### config.mk
export PLATFORM = sky130hd
export DESIGN_NAME = mem_arbiter
export DESIGN_NICKNAME = d
export VERILOG_FILES = /design/src/rtl/mem_arbiter.sv
export SDC_FILE = /design/constraint.sdc
export NUM_CORES = 1
export LEC_CHECK = 0
export BUFFER_PORTS_ARGS = -buffer_cell sky130_fd_sc_hd__buf_2
export CORE_UTILIZATION = 28
export DETAILED_ROUTE_END_ITERATION = 7
export MAX_ROUTING_LAYER = met4
export REMOVE_ABC_BUFFERS = 1
export SLEW_MARGIN = 20
export SYNTH_ARGS = -nofsm -noshare
export SYNTH_HDL_FRONTEND = slang
export SYNTH_SLANG_ARGS = --single-unit
### constraint.sdc
create_clock -name clk -period 3.6 [get_ports clk]
set_clock_uncertainty 0.1 [all_clocks]
set_input_delay 0.72 -clock clk [delete_from_list [all_inputs] [get_ports clk]]
set_output_delay 0.72 -clock clk [all_outputs]
set_load 0.005 [all_outputs]
### src/rtl/mem_arbiter.sv
// mem_arbiter: shares one single-port synchronous memory between a CPU port (0)
// and a loader/debug DMA port (1). One access per cycle, round-robin between
// ports, optional per-port lock for atomic sequences, registered memory command,
// and a read-tag pipe that routes each read result back to its issuing port.
module mem_arbiter #(
    parameter int DEPTH        = 16,
    parameter int WIDTH        = 8,
    parameter int READ_LATENCY = 1
) (
    input  logic             clk,
    input  logic             resetn,

    input  logic             p0_req,
    input  logic             p0_wr,
    input  logic             p0_lock,
    input  logic [DEPTH-1:0] p0_address,
    input  logic [WIDTH-1:0] p0_wr_data,
    output logic             p0_gnt,
    output logic             p0_rd_valid,
    output logic [WIDTH-1:0] p0_rd_data,

    input  logic             p1_req,
    input  logic             p1_wr,
    input  logic             p1_lock,
    input  logic [DEPTH-1:0] p1_address,
    input  logic [WIDTH-1:0] p1_wr_data,
    output logic             p1_gnt,
    output logic             p1_rd_valid,
    output logic [WIDTH-1:0] p1_rd_data,

    output logic             mem_enable,
    output logic             mem_wr_enable,
    output logic [DEPTH-1:0] mem_address,
    output logic [WIDTH-1:0] mem_wr_data,
    input  logic [WIDTH-1:0] mem_rd_data
);

    typedef enum logic [1:0] {
        UNLOCKED = 2'd0,
        LOCKED0  = 2'd1,
        LOCKED1  = 2'd2
    } lock_t;

    lock_t            lock_q;
    logic             last_q;      // port most recently granted
    logic             gnt0, gnt1;

    logic             mem_en_q,   mem_en_d;
    logic             mem_wen_q,  mem_wen_d;
    logic [DEPTH-1:0] mem_addr_q, mem_addr_d;
    logic [WIDTH-1:0] mem_wdat_q, mem_wdat_d;

    // Read tags kept one-hot per port ({valid,port} split into two valid
    // vectors) so each port's rd_valid comes straight off a flop.
    logic [READ_LATENCY:0] tag0_q, tag0_d;
    logic [READ_LATENCY:0] tag1_q, tag1_d;

    // Grant selection: lock owner only, else single requester, else the port
    // that was not granted last. Reset forces both grants low.
    always_comb begin
        gnt0 = 1'b0;
        gnt1 = 1'b0;
        case (lock_q)
            LOCKED0: gnt0 = p0_req;
            LOCKED1: gnt1 = p1_req;
            default: begin
                if (p0_req && p1_req) begin
                    gnt0 = last_q;
                    gnt1 = !last_q;
                end else begin
                    gnt0 = p0_req;
                    gnt1 = p1_req;
                end
            end
        endcase
        if (!resetn) begin
            gnt0 = 1'b0;
            gnt1 = 1'b0;
        end
    end

    assign p0_gnt = gnt0;
    assign p1_gnt = gnt1;

    // Lock/round-robin FSM: only a granted edge moves ownership or the pointer.
    always_ff @(posedge clk or negedge resetn) begin
        if (!resetn) begin
            lock_q <= UNLOCKED;
            last_q <= 1'b1;
        end else if (gnt0) begin
            lock_q <= p0_lock ? LOCKED0 : UNLOCKED;
            last_q <= 1'b0;
        end else if (gnt1) begin
            lock_q <= p1_lock ? LOCKED1 : UNLOCKED;
            last_q <= 1'b1;
        end
    end

    // Next memory command: winner's fields on a grant, otherwise idle with
    // address/data held so the memory pins do not toggle needlessly.
    always_comb begin
        mem_en_d   = 1'b0;
        mem_wen_d  = 1'b0;
        mem_addr_d = mem_addr_q;
        mem_wdat_d = mem_wdat_q;
        if (gnt0) begin
            mem_en_d   = 1'b1;
            mem_wen_d  = p0_wr;
            mem_addr_d = p0_address;
            mem_wdat_d = p0_wr_data;
        end else if (gnt1) begin
            mem_en_d   = 1'b1;
            mem_wen_d  = p1_wr;
            mem_addr_d = p1_address;
            mem_wdat_d = p1_wr_data;
        end
    end

    // Registered memory command.
    always_ff @(posedge clk or negedge resetn) begin
        if (!resetn) begin
            mem_en_q   <= 1'b0;
            mem_wen_q  <= 1'b0;
            mem_addr_q <= '0;
            mem_wdat_q <= '0;
        end else begin
            mem_en_q   <= mem_en_d;
            mem_wen_q  <= mem_wen_d;
            mem_addr_q <= mem_addr_d;
            mem_wdat_q <= mem_wdat_d;
        end
    end

    assign mem_enable    = mem_en_q;
    assign mem_wr_enable = mem_wen_q;
    assign mem_address   = mem_addr_q;
    assign mem_wr_data   = mem_wdat_q;

    // Tag pipe shift: stage 0 is the command cycle, stage READ_LATENCY is the
    // cycle mem_rd_data is valid. Only granted reads enter a valid tag.
    always_comb begin
        tag0_d = {tag0_q[READ_LATENCY-1:0], gnt0 && !p0_wr};
        tag1_d = {tag1_q[READ_LATENCY-1:0], gnt1 && !p1_wr};
    end

    // Tag pipe registers; cleared on reset so in-flight reads are dropped.
    always_ff @(posedge clk or negedge resetn) begin
        if (!resetn) begin
            tag0_q <= '0;
            tag1_q <= '0;
        end else begin
            tag0_q <= tag0_d;
            tag1_q <= tag1_d;
        end
    end

    assign p0_rd_valid = tag0_q[READ_LATENCY];
    assign p1_rd_valid = tag1_q[READ_LATENCY];
    assign p0_rd_data  = mem_rd_data;
    assign p1_rd_data  = mem_rd_data;

endmodule

==> impl_metrics.toml <==
[sta]
period_minus_slack_ns = 3.150
drv_slew = 0
fin_crit_sh_pct = 87.50
setup_viol = 0
clock.fmax_ghz = 0.3174
hold_viol = 0
layout_setup_ws_ns = 0.4499
rsz0062_at_grt = "false"
setup_tns_ns = 0
slew_headroom_pct = 57.74
worstMarginPinSlew_ns = 0.6324

[global_route]
grt_first_pass_wirelength_mm = 8.473
grt_max_degree = 36
grt_pass1_vias = 1711
overflow = 0
grt_antenna_before_repair = 0
grtUsageTotal_pct = 17.47

[synthesis]
syn-cell-area_um2 = 1758
syn_area_per_cell_um2 = 9.204
synth_cell_types = 25
ys_ff_latch = 33
synth-seq-area-share_pct = 47.05
yosysWarnings = 0
synthCells = 191

[power]
p_switching_uw = 757.1
ir_drop_mv = 0.3446
swShare_pct = 41.61
pwr-share-clk_pct = 15.5
p_leak_uw = 0.001014
comb_power_share_pct = 49.5
power_frac_seq_pct = 35.0
power_density_nw_per_um2 = 823.0
p_int_uw = 1062

[place]
io_buffers = 85
place_area_um2 = 2120
dp_hpwl_mm = 3.601
place.gp.congestion = 0.6858
place_ws_ns = 0.4370

[run]
max_cap_viol_count = 0

[cts]
clkSinkCount = 33
clk_latency_ns = 0.27
cts-buffers-inserted = 5
cts_tree = "built"
root_buffer = "clkbuf_8"
clock_path_buffers = 2
ctsHoldBuffers = 0
clk_pin_slew_worst_paths_ns = 0.07
htree_levels = 2

[critical_path]
reg2reg_to = "lock_q[0]"
cp-end-kind = "output pin"
r2r_cells = 5
path_class = "flop to output pin"
slowest_stage = "nor2_4"
cp.arrival_ns = 2.33
critPathMostFrequentCell = "inv_1"
crit_chain = "inv_1 > ha_1 > nor2_4 > or3_4 > inv_1 > buf_2"
r2r_start = "lock_q[0]"
ff2ff_setup_slack_ns = 1.22
cp.required_ns = 2.78
worstPathMaxFanout = 29
cpPeakStageDelay_ns = 0.52
start_kind = "flop"

[layout]
antenna_cells = 0
area_delta_synth_final_pct = 25.77
final_area_um2 = 2211
fillCellCount = 616
fin_nets = 321
multi_input_area_um2 = 706.9
regArea_um2 = 827.0
layout-drive-gt1-share_pct = 40.78

[route]
drc = 0
vias_per_cell = 5.291
ant_nets = 0
first_pass_iters = 4
wl_per_cell_um = 15.94
drtIter0Drc = 102
vias = 1746
routed_wirelength_mm = 5.260

[floorplan]
num_rows = 28
die_area_um2 = 6599
dieHeight_um = 81.24
start_util_pct = 29.34
ios = 110
die_width_um = 81.24
core_area_um2 = 5991

[worst_hold_path]
hold_end = "tag1_q[1]"
hold_class = "flop to flop"
holdPathStages = 0
hp-start = "tag1_q[0]"

[run_status]
status = "completed"
power groups by stage:
| stage | sequential, µW | clock [µW] | combinational [µW] |
|---|---|---|---|
| final | 637 | 281 | 901 |
| after global routing | 655 | 304 | 1000 |
| after CTS | 638 | 293 | 893 |
| after detailed placement | 642 | 0 | 892 |
| after global placement | 642 | 0 | 874 |
| after floorplan | 646 | 0 | 482 |
registers in the layout, indices dropped and copies added, names as in the netlist:
name,cells
tag0_q,2
last_q,1
mem_wr_enable,1
mem_address,16
lock_q,2
mem_enable,1
tag1_q,2
mem_wr_data,8
final cells by class:
type	count	area share (%)
Clock buffer	7	3.905
Inverter	3	0.5093
Multi-Input combinational cell	119	31.98
Sequential cell	33	37.41
Tap cell	75	4.244
Timing Repair Buffer	93	21.96
cell families (layout without fill, tap and decap cells):
group / Yosys count / count (layout) / synth area share, %
AO/OA/AOI/OAI: 54 / 54 / 17.51
adder cells (fa/ha/maj): 2 / 2 / 1.423
buffers and inverters: 39 / 103 / 13.17
flip-flops: 33 / 33 / 47.05
multiplexers: 2 / 2 / 1.494
AND/OR/NAND/NOR: 61 / 61 / 19.36
Yosys cell counts, drive strengths merged:
master  number  share of area (%)
buf         22                9.5
inv          3               0.64
and3b        1               0.50
a31oi       24                8.5
dfrtp       32                 46
ha           2                1.4
or3          1               0.64
o21ai       26                7.4
o211a        1               0.57
nand2        1               0.21
dfstp        1                1.5
o211ai       1               0.43
clkbuf      14                3.0
mux2         2                1.5
a21oi        2               0.57
nor2         5                1.1
nor4        24                8.5
nor3         1               0.28
nand3       26                7.4
and3         2               0.71
routing by layer:
metal / GRT usage, % / share of wire (%) / up-vias
met3: 5.730 / 9.1 / 6
met5: - / 0 / -
met4: 6.250 / 1.0 / 0
li1: - / - / 832
met1: 21.51 / 43 / 813
met2: 26.64 / 47 / 95
critical path: cells and delay by family (launching register included):
family / cells / cell delay (ns)
simple gates: 2 / 0.98
fa+ha+maj: 1 / 0.38
flops: 1 / 0.35
buf+inv: 3 / 0.32
per-stage QoR:
stage | total power [µW] | utilization [%] | hold slack [ns] | cells
after floorplan | 1128 | - | 0.2312 | 155
after global placement | 1516 | 35.38 | 0.2323 | 323
after detailed placement | 1534 | 35.38 | 0.2401 | 323
after CTS | 1824 | 36.82 | 0.2600 | 330
after global routing | 1961 | 36.90 | 0.2676 | 330
final | 1819 | 36.90 | 0.2563 | 330
cells in the final DEF, fill, tap and decap left out:
| master | netlist | routed |
|---|---|---|
| o21ai_0 | 25 | 25 |
| o211a_1 | 1 | 1 |
| nand3_1 | 26 | 26 |
| nand2_1 | 1 | 1 |
| nor3_1 | 1 | 1 |
| clkbuf_1 | 14 | 1 |
| clkbuf_8 | 0 | 6 |
| dfrtp_1 | 32 | 32 |
| mux2_4 | 1 | 1 |
| or3_4 | 1 | 1 |
| inv_1 | 3 | 3 |
| and3b_1 | 1 | 1 |
| a21oi_1 | 2 | 2 |
| nor4_1 | 24 | 24 |
| buf_2 | 2 | 85 |
| nor2_1 | 5 | 4 |
| a31oi_1 | 24 | 24 |
| buf_4 | 16 | 8 |
| and3_1 | 2 | 2 |
| ha_1 | 2 | 2 |
| o21ai_1 | 1 | 1 |
| o211ai_1 | 1 | 1 |
| nor2_4 | 0 | 1 |
| dfstp_2 | 1 | 1 |
| mux2_2 | 1 | 1 |
worst max-delay path by stage:
stage                     depth (start not counted)  endpoint       from
after global placement                            6    p0_gnt  lock_q[0]
after detailed placement                          6    p0_gnt  lock_q[0]
after CTS                                         6    p0_gnt  lock_q[0]
final                                             6    p0_gnt  lock_q[0]
after global routing                              6    p0_gnt  lock_q[0]
after floorplan                                   5    p0_gnt  lock_q[0]
timing repair:
action / in CTS / in global routing
resized for setup: 0 / 1
setup endpoints to repair: 0 / 1
setup buffers: 0 / 0
(Power assumes the default switching activity.)
